==> src/rtl/io_ccff_pkg.sv <==
// Shared types and width helpers for the IO tile CCFF chain loader.
// Latency: n/a (declarations only).
// Backpressure: n/a (declarations only).
package io_ccff_pkg;

    // Default build-time sizes of the IO tile column chain
    localparam int CHAIN_LEN_DEF = 64;
    localparam int WORD_W_DEF    = 8;
    localparam int TIMEOUT_DEF   = 1024;

    typedef enum logic [1:0] {
        IDLE  = 2'd0,
        LOAD  = 2'd1,
        SHIFT = 2'd2,
        DONE  = 2'd3
    } state_t;

    // Width of a counter that must hold every value 0..max_val without wrapping
    function automatic int cnt_w(input int max_val);
        return (max_val < 1) ? 1 : $clog2(max_val + 1);
    endfunction

endpackage

==> src/rtl/io_ccff_shift_reg.sv <==
// Parallel-load, serial-out word register feeding the chain head, LSB first.
// Latency: q0 reflects a load or shift on the following prog_clk edge.
// Backpressure: none; the owning FSM decides when to load or shift.
module io_ccff_shift_reg #(
    parameter int WORD_W = 8
) (
    input  logic              clk,
    input  logic              rst,
    input  logic              load,
    input  logic              shift,
    input  logic [WORD_W-1:0] d,
    output logic              q0
);

    logic [WORD_W-1:0] shreg;

    // Load has priority over shift; zeros fill from the top
    always_ff @(posedge clk) begin
        if (rst) begin
            shreg <= '0;
        end else if (load) begin
            shreg <= d;
        end else if (shift) begin
            shreg <= shreg >> 1;
        end
    end

    assign q0 = shreg[0];

endmodule

==> src/rtl/io_ccff_chain_loader.sv <==
// Serialises bitstream words LSB-first into an IO tile CCFF chain for exactly CHAIN_LEN shifts (CCFF_READBACK_EN adds tail parity).
// Latency: first shift 2 cycles after start with cfg_valid high; one word per WORD_W+1 cycles; done 1 cycle after last shift.
// Backpressure: cfg_ready only in LOAD; LOAD waits up to TIMEOUT cycles for cfg_valid, then raises sticky err and idles.
module io_ccff_chain_loader
    import io_ccff_pkg::*;
#(
    parameter int CHAIN_LEN = CHAIN_LEN_DEF,
    parameter int WORD_W    = WORD_W_DEF,
    parameter int TIMEOUT   = TIMEOUT_DEF
) (
    input  logic              prog_clk,
    input  logic              prog_reset,
    input  logic              start,
    input  logic [WORD_W-1:0] cfg_data,
    input  logic              cfg_valid,
    output logic              cfg_ready,
    output logic              ccff_head,
    output logic              ccff_shift_en,
    input  logic              ccff_tail,
    output logic              busy,
    output logic              done,
    output logic              err,
    output logic              rb_parity
);

    localparam int BW = cnt_w(CHAIN_LEN);
    localparam int TW = cnt_w(TIMEOUT);
    localparam int SW = cnt_w(WORD_W);

    state_t          state;
    state_t          state_nxt;
    logic [BW-1:0]   bit_cnt;
    logic [TW-1:0]   wait_cnt;
    logic [SW-1:0]   word_left;
    logic [SW-1:0]   word_bits;
    logic [BW-1:0]   bits_rem;
    logic            head_q;
    logic            err_q;
    logic            sr_q0;
    logic            cfg_hs;
    logic            last_shift;
    logic            chain_full;
    logic            load_timeout;

    assign cfg_hs       = (state == LOAD) && cfg_valid;
    assign last_shift   = (state == SHIFT) && (word_left == SW'(1));
    assign chain_full   = (bit_cnt == BW'(CHAIN_LEN - 1));
    assign load_timeout = (state == LOAD) && !cfg_valid && (wait_cnt == TW'(TIMEOUT - 1));
    // Bits of a final partial word beyond the chain end are never counted, so never shifted
    assign bits_rem     = BW'(CHAIN_LEN) - bit_cnt;
    assign word_bits    = (int'(bits_rem) >= WORD_W) ? SW'(WORD_W) : SW'(bits_rem);

    // State register; reset dominates a coincident start
    always_ff @(posedge prog_clk) begin
        if (prog_reset) begin
            state <= IDLE;
        end else begin
            state <= state_nxt;
        end
    end

    // Next-state and state-decoded outputs
    always_comb begin
        state_nxt     = state;
        cfg_ready     = 1'b0;
        ccff_shift_en = 1'b0;
        busy          = 1'b0;
        done          = 1'b0;
        unique case (state)
            IDLE: begin
                if (start) state_nxt = LOAD;
            end
            LOAD: begin
                cfg_ready = 1'b1;
                busy      = 1'b1;
                if (cfg_hs) begin
                    state_nxt = SHIFT;
                end else if (load_timeout) begin
                    state_nxt = IDLE;
                end
            end
            SHIFT: begin
                ccff_shift_en = 1'b1;
                busy          = 1'b1;
                if (last_shift) state_nxt = chain_full ? DONE : LOAD;
            end
            DONE: begin
                done      = 1'b1;
                state_nxt = IDLE;
            end
            default: state_nxt = IDLE;
        endcase
    end

    // Counters, error flag and the registered chain head bit
    always_ff @(posedge prog_clk) begin
        if (prog_reset) begin
            bit_cnt   <= '0;
            wait_cnt  <= '0;
            word_left <= '0;
            head_q    <= 1'b0;
            err_q     <= 1'b0;
        end else begin
            unique case (state)
                IDLE: begin
                    if (start) begin
                        bit_cnt  <= '0;
                        wait_cnt <= '0;
                        err_q    <= 1'b0;
                    end
                end
                LOAD: begin
                    if (cfg_valid) begin
                        word_left <= word_bits;
                        head_q    <= cfg_data[0];
                    end else if (load_timeout) begin
                        err_q <= 1'b1;
                    end else begin
                        wait_cnt <= wait_cnt + TW'(1);
                    end
                end
                SHIFT: begin
                    bit_cnt   <= bit_cnt + BW'(1);
                    word_left <= word_left - SW'(1);
                    // Head holds the last bit of a word once it has been shifted
                    if (last_shift) begin
                        wait_cnt <= '0;
                    end else begin
                        head_q <= sr_q0;
                    end
                end
                default: ;
            endcase
        end
    end

    // Bit 0 goes straight to the head register, so the word register holds bits 1 and up
    io_ccff_shift_reg #(
        .WORD_W (WORD_W)
    ) u_shift_reg (
        .clk   (prog_clk),
        .rst   (prog_reset),
        .load  (cfg_hs),
        .shift (state == SHIFT),
        .d     (cfg_data >> 1),
        .q0    (sr_q0)
    );

    assign ccff_head = head_q;
    assign err       = err_q;

`ifdef CCFF_READBACK_EN
    logic rb_acc;
    logic rb_parity_q;

    // Parity of the old chain contents as they leave the tail; published when the load completes
    always_ff @(posedge prog_clk) begin
        if (prog_reset) begin
            rb_acc      <= 1'b0;
            rb_parity_q <= 1'b0;
        end else begin
            if ((state == IDLE) && start) begin
                rb_acc <= 1'b0;
            end else if (state == SHIFT) begin
                rb_acc <= rb_acc ^ ccff_tail;
            end
            if (last_shift && chain_full) begin
                rb_parity_q <= rb_acc ^ ccff_tail;
            end
        end
    end

    assign rb_parity = rb_parity_q;
`else
    logic unused_tail;
    assign unused_tail = ccff_tail;
    assign rb_parity   = 1'b0;
`endif

endmodule

==> config.mk <==
export PLATFORM = sky130hd
export DESIGN_NAME = io_ccff_chain_loader
export DESIGN_NICKNAME = d
export VERILOG_FILES = /design/src/rtl/io_ccff_pkg.sv /design/src/rtl/io_ccff_shift_reg.sv /design/src/rtl/io_ccff_chain_loader.sv
export SDC_FILE = /design/constraint.sdc
export NUM_CORES = 1
export LEC_CHECK = 0
export ABC_AREA = 1
export BUFFER_PORTS_ARGS = -buffer_cell sky130_fd_sc_hd__buf_4
export CAP_MARGIN = 10
export CELL_PAD_IN_SITES_DETAIL_PLACEMENT = 2
export CELL_PAD_IN_SITES_GLOBAL_PLACEMENT = 2
export CORE_MARGIN = 2
export CORE_UTILIZATION = 29
export CTS_CLUSTER_DIAMETER = 50
export DETAILED_ROUTE_END_ITERATION = 6
export PLACE_DENSITY = 0.74
export RECOVER_POWER = 50
export SYNTH_ARGS = -nofsm -noshare
export SYNTH_HDL_FRONTEND = slang
export SYNTH_HIERARCHICAL = 1
export SYNTH_SLANG_ARGS = --single-unit
==> constraint.sdc <==
create_clock -name prog_clk -period 1.4 [get_ports prog_clk]
set_input_delay 0.28 -clock prog_clk [delete_from_list [all_inputs] [get_ports prog_clk]]
set_output_delay 0.28 -clock prog_clk [all_outputs]
set_load 0.02 [all_outputs]
==> results of run 1 <==
[stage by stage]
step	hold WS (ns)	cells	power, W	setup WS (ns)	area, sq um
after floorplan	0.349	324	0.00285	-0.0485	2190
after global placement	0.450	480	0.00390	-0.0999	2740
after detailed placement	0.461	480	0.00403	-0.199	2740
after CTS	0.288	494	0.00528	-0.123	3020
after global routing	0.321	506	0.00676	-0.340	3360
final	0.306	506	0.00647	-0.294	3360
[routing by layer]
layer	global-route usage [%]	routed length, um	vias up
li1	-	-	1205
met1	28.0	4860	1344
met2	43.7	6580	78
met3	3.97	406	28
met4	6.24	366	0
met5	0	0	-
[kinds of logic after synthesis]
kind of cell,Yosys count,share of synthesized area (%)
other cells,1,0.178
flops,34,32.3
fa+ha+maj,9,5.34
xor+xnor,3,1.25
compound gates,49,12.9
simple gates,173,37.6
buf+inv,54,10.5
[flip-flops by register name (all words and copies together), names as in the netlist]
name	cells
wait_cnt	11
u_shift_reg/shreg	8
bit_cnt	7
word_left	4
state	2
ccff_head	1
err	1
[worst min-delay path by stage]
stage | start | to | slack, ns | depth (start not counted)
2_1_floorplan | prog_reset | u_shift_reg/shreg[1] | 0.35 | 1
3_3_place_gp | u_shift_reg/shreg[7] | u_shift_reg/shreg[7] | 0.45 | 2
6_report | cfg_data[6] | u_shift_reg/shreg[5] | 0.31 | 5
4_1_cts | cfg_data[1] | u_shift_reg/shreg[0] | 0.29 | 5
3_5_place_dp | u_shift_reg/shreg[1] | u_shift_reg/shreg[1] | 0.46 | 2
5_1_grt | cfg_data[6] | u_shift_reg/shreg[5] | 0.32 | 5
[cell type report]
type	instances	area (sq um)	area share (%)
clock buffers	7	76.3	2.27
inverters	48	200	5.95
multi-input cells	237	1570	46.6
flip-flops and latches	34	692	20.6
well taps	99	124	3.68
repair buffers	81	704	20.9
[cell usage after synthesis, drive strengths merged]
master  instances  area (sq um)
and3            1          6.26
xnor2           1          8.76
xor2            2          17.5
o22ai           1          6.26
o31ai           1          7.51
nor2           37           196
inv            48           180
nand4           6          37.5
nand2          92           360
ha              9           113
buf             4          33.8
a21oi          30           158
clkbuf          2          7.51
nor4            1          6.26
dfxtp          34           681
o21bai          5          37.5
nor3            8          45.0
nand3          28           140
a211oi          1          7.51
o21ai          11          55.1
conb            1          3.75
[report_power, final]
part,switching [W],internal (W)
Clock,0.000404,0.000344
Sequential,0.000181,0.00116
Combinational,0.00250,0.00188
[placed cells by master (no fill, tap or decap), types with 3 or more instances in the layout]
cell type	count
nand2_1	67
buf_4	63
inv_1	35
dfxtp_1	29
nor2_1	25
nand3_1	22
nand2_2	19
a21oi_1	17
a21oi_2	13
buf_6	11
inv_2	7
o21ai_0	7
nor2_4	6
nand4_1	6
nand2_4	5
o21bai_1	5
clkbuf_8	5
inv_4	4
nand3_2	4
nor2_2	4
ha_2	4
ha_4	4
clkbuf_1	4
nor3_4	3
nor3_2	3
buf_12	3
dfxtp_2	3
[worst register-to-register path, cell delays in order, from the launching register on]
cell and delay, ns:
dfxtp_2 0.35, ha_2 0.20, nand2_2 0.09, nor2_4 0.19, nand2_4 0.11, nor2_8 0.18, nor2_4 0.10, buf_6 0.14
nand4_1 0.08, nand2_1 0.07, nor2_1 0.12
[repair_timing]
item | in CTS | in global routing
cloned | 1 | 1
setup endpoints to repair | 36 | 37
hold buffers | 0 | 0
buffers inserted | 7 | 11
resized for setup | 44 | 63
pin swaps | 13 | 22
==> reports/results.ini, run 1 <==
[global_route]
grt_overflow=0
antenna_found_initial=0
grt_max_degree=20
grt_use_total_pct=23.6
grt_pass1_vias=2694
grt_pass1_wl_um=14000

[placement]
port_buffers=17
dp_hpwl_um=5450
place.gp.congestion=0.756

[cells_and_area]
final_core_util_pct=47.1
drive_above_1_share_pct=43.7
nFillCells=836
diodes=0
syn_to_final_growth_pct=59.5
fin_nets=429

[die]
dieHeight_um=89.3
ios=20
die_x_um=89.3
std_cell_rows=31
initial_core_util_pct=29.5
coreArea_sq_um=7140
fp.dieArea_sq_um=7970

[sta]
worstMarginPinSlew_ns=0.490
setup_tns_ns=-5.75
finClkSkew_ns=0.00790
max_freq_mhz=590
finalCriticalPeriod_ns=1.69
hold_viol=0
slew_viol_final=0
finalCritPeriodShare_pct=121
relSlewSlack_pct=67.0
rsz0062_at_grt=yes
worst_slack_ns=-0.294
setup_viol=37

[worst_setup_path]
start_kind=flip-flop
required_ns=1.63
reg2reg_to=wait_cnt[9]
crit_chain=ha_2 -> nand2_2 -> nor2_4 -> nand2_4 -> nor2_8 -> nor2_4 -> buf_6 -> nand4_1 -> nand2_1 -> nor2_1
crit_path_end_kind=flip-flop
cpMaxStageDelayCell=dfxtp_2
cp.arrival_ns=1.93
cp_top_family=simple AND/OR/NAND/NOR gates
crit_cells=10
critPathMaxFanout=6
regToRegSetupSlack_ns=-0.29
cp_common_cell=nor2_4
cpPeakStageDelay_ns=0.35
r2r-start=wait_cnt[0]
crit_start=wait_cnt[0]
setup.worst_path.end=wait_cnt[9]
rr_worst_depth=10
path_class=flip-flop to flip-flop
crit_buf_inv=1

[power]
power_density_nw_per_um2=1920
leakagePower_nw=1.51
vdd_drop_max_uv=456

[detailed_routing]
drtIter0Drc=84
final_antenna_net_count=0
wirelength_um=12200
vias=2655
viasPerCell=5.25
dr.pass1.iters=4
wire_per_inst_um=24.1
drcViolationCount=0

[synth]
syn_inst=323
yosysUniqueCellTypes=30
synth.avg_cell_area_sq_um=6.53
seq_area_frac_synth_pct=32.3
yosys_warnings=6
synth_area_sq_um=2110
ys_ff_latch=34

[cts]
path_clk_slew_ns=0.07
clkSinkCount=34
cts_tree=yes
h-tree-depth=2
insertion_delay_ns=0.30
cts_buffers=5
root_buffer=clkbuf_8
clockBufferDepth=2

[run]
drv_cap=0

[status]
violations=setup timing
status=finished with violations

[worst_hold_path]
min_path_type=primary input to flip-flop

(Power assumes the default switching activity.)
==> run 2, diff against run 1 <==
==> constraint.sdc (replaced) <==
create_clock -name prog_clk -period 1.4 [get_ports prog_clk]
set_input_delay 0.42 -clock prog_clk [delete_from_list [all_inputs] [get_ports prog_clk]]
set_output_delay 0.42 -clock prog_clk [all_outputs]
set_load 0.02 [all_outputs]
==> reports/results.ini, run 2 (synthesized netlist as in run 1, its figures left out) <==
[status]
status=finished with violations
violations=setup timing

[cells_and_area]
reg_top3=wait_cnt (11), u_shift_reg/shreg (8), bit_cnt (7)
fin_nets=433
largest_reg_flops=11
drive_above_1_share_pct=53.4
fin_cells=511
fin_area_sq_um=3660
largest_register=wait_cnt
diodes=0
syn_to_final_growth_pct=73.7
layout_common_cells=nand2_1 (69), buf_4 (60), inv_1 (28)
final_core_util_pct=51.3
mostFrequentLayoutCell=nand2_1

[sta]
hold_viol=0
max_freq_mhz=566
finalCritPeriodShare_pct=126
worst_slack_ns=-0.367
setup_viol=38
slew_viol_final=0
rsz0062_at_grt=yes
finalCriticalPeriod_ns=1.77
setup_tns_ns=-7.15
finClkSkew_ns=0.0141

[power]
leakagePower_nw=1.61
power_density_nw_per_um2=1990
vdd_drop_max_uv=874

[placement]
port_buffers=17
place.gp.congestion=0.778
dp_hpwl_um=5600
dp_cells=483
pre_cts_slack_ns=-0.252
place_area_sq_um=2780

[worst_setup_path]
rr_worst_depth=9
cpMaxStageDelayCell=dfxtp_4
crit_start=state[1]
cpPeakStageDelay_ns=0.39
critPathMaxFanout=6
r2r-start=state[1]
regToRegSetupSlack_ns=-0.37
cp.arrival_ns=1.98
path_class=flip-flop to flip-flop
cp_common_cell=buf_12
crit_chain=buf_12 -> ha_4 -> buf_12 -> inv_8 -> buf_12 -> o21ai_4 -> nand4_1 -> nand2_1 -> nor2_2
start_kind=flip-flop
crit_path_end_kind=flip-flop
required_ns=1.62

[detailed_routing]
final_antenna_net_count=0
wirelength_um=13300
drcViolationCount=0
dr.pass1.iters=4
drtIter0Drc=116
wire_per_inst_um=26.1
vias=2745
viasPerCell=5.37

[worst_hold_path]
min_path_type=primary input to flip-flop
min_from=cfg_data[4]
min_path_cells=5

[global_route]
grt_pass1_wl_um=17300
grt_max_degree=20
antenna_found_initial=1
grt_overflow=0
grt_use_total_pct=29.6
grt_pass1_vias=2986

[cts]
cts_tree=yes
root_buffer=clkbuf_8
cts_buffers=5
path_clk_slew_ns=0.09
clockBufferDepth=2
holdBufCountCts=0
clkSinkCount=34
insertion_delay_ns=0.32
h-tree-depth=2

[die]
die_x_um=89.3
fp.dieArea_sq_um=7970
std_cell_rows=31
dieHeight_um=89.3
coreArea_sq_um=7140
initial_core_util_pct=29.5
ios=20

[run]
drv_cap=0

run 2: routing by layer:
metal / vias up / GRT usage (%) / share of wire (%)
met5: - / 0 / 0
met4: 0 / 10.0 / 4.2
met3: 46 / 4.80 / 4.8
met2: 105 / 53.6 / 49
met1: 1383 / 35.4 / 42
li1: 1211 / - / -
run 2: final timing paths:
| kind | end |
|---|---|
| max reg2reg | ccff_head |
| min | u_shift_reg/shreg[3] |
| max | ccff_head |
| min reg2reg | u_shift_reg/shreg[4] |
run 2: cell type report:
| class | instances | area (sq um) |
|---|---|---|
| well taps | 99 | 124 |
| multi-input cells | 237 | 1770 |
| inverters | 48 | 206 |
| flip-flops and latches | 34 | 694 |
| repair buffers | 85 | 756 |
| fillers | 807 | 3470 |
| clock buffers | 8 | 110 |
run 2: repair_timing:
| action | CTS | global route |
|---|---|---|
| endpoints found under the setup margin | 37 | 38 |
| buffers inserted | 14 | 7 |
| resized for setup | 88 | 74 |
| pin swaps | 34 | 19 |
| gates cloned | 1 | 0 |
run 2: critical path, delay by kind of cell, from the launching register on:
family	cells	cell delay (ns)
AND/OR/NAND/NOR	3	0.46
flip-flops	1	0.39
buffers and inverters	4	0.39
AO/OA/AOI/OAI	1	0.24
adder cells (fa/ha/maj)	1	0.17
run 2: where the power goes:
group          switching [W]  internal (W)
Combinational        0.00292       0.00205
Sequential          0.000183       0.00116
Clock               0.000485      0.000499
Total                0.00358       0.00371
run 2: stage by stage:
stage	hold slack, ns	total power, W
floorplan	0.433	0.00285
global placement	0.451	0.00397
detailed placement	0.458	0.00411
CTS	0.447	0.00618
global route	0.470	0.00753
finish	0.443	0.00730
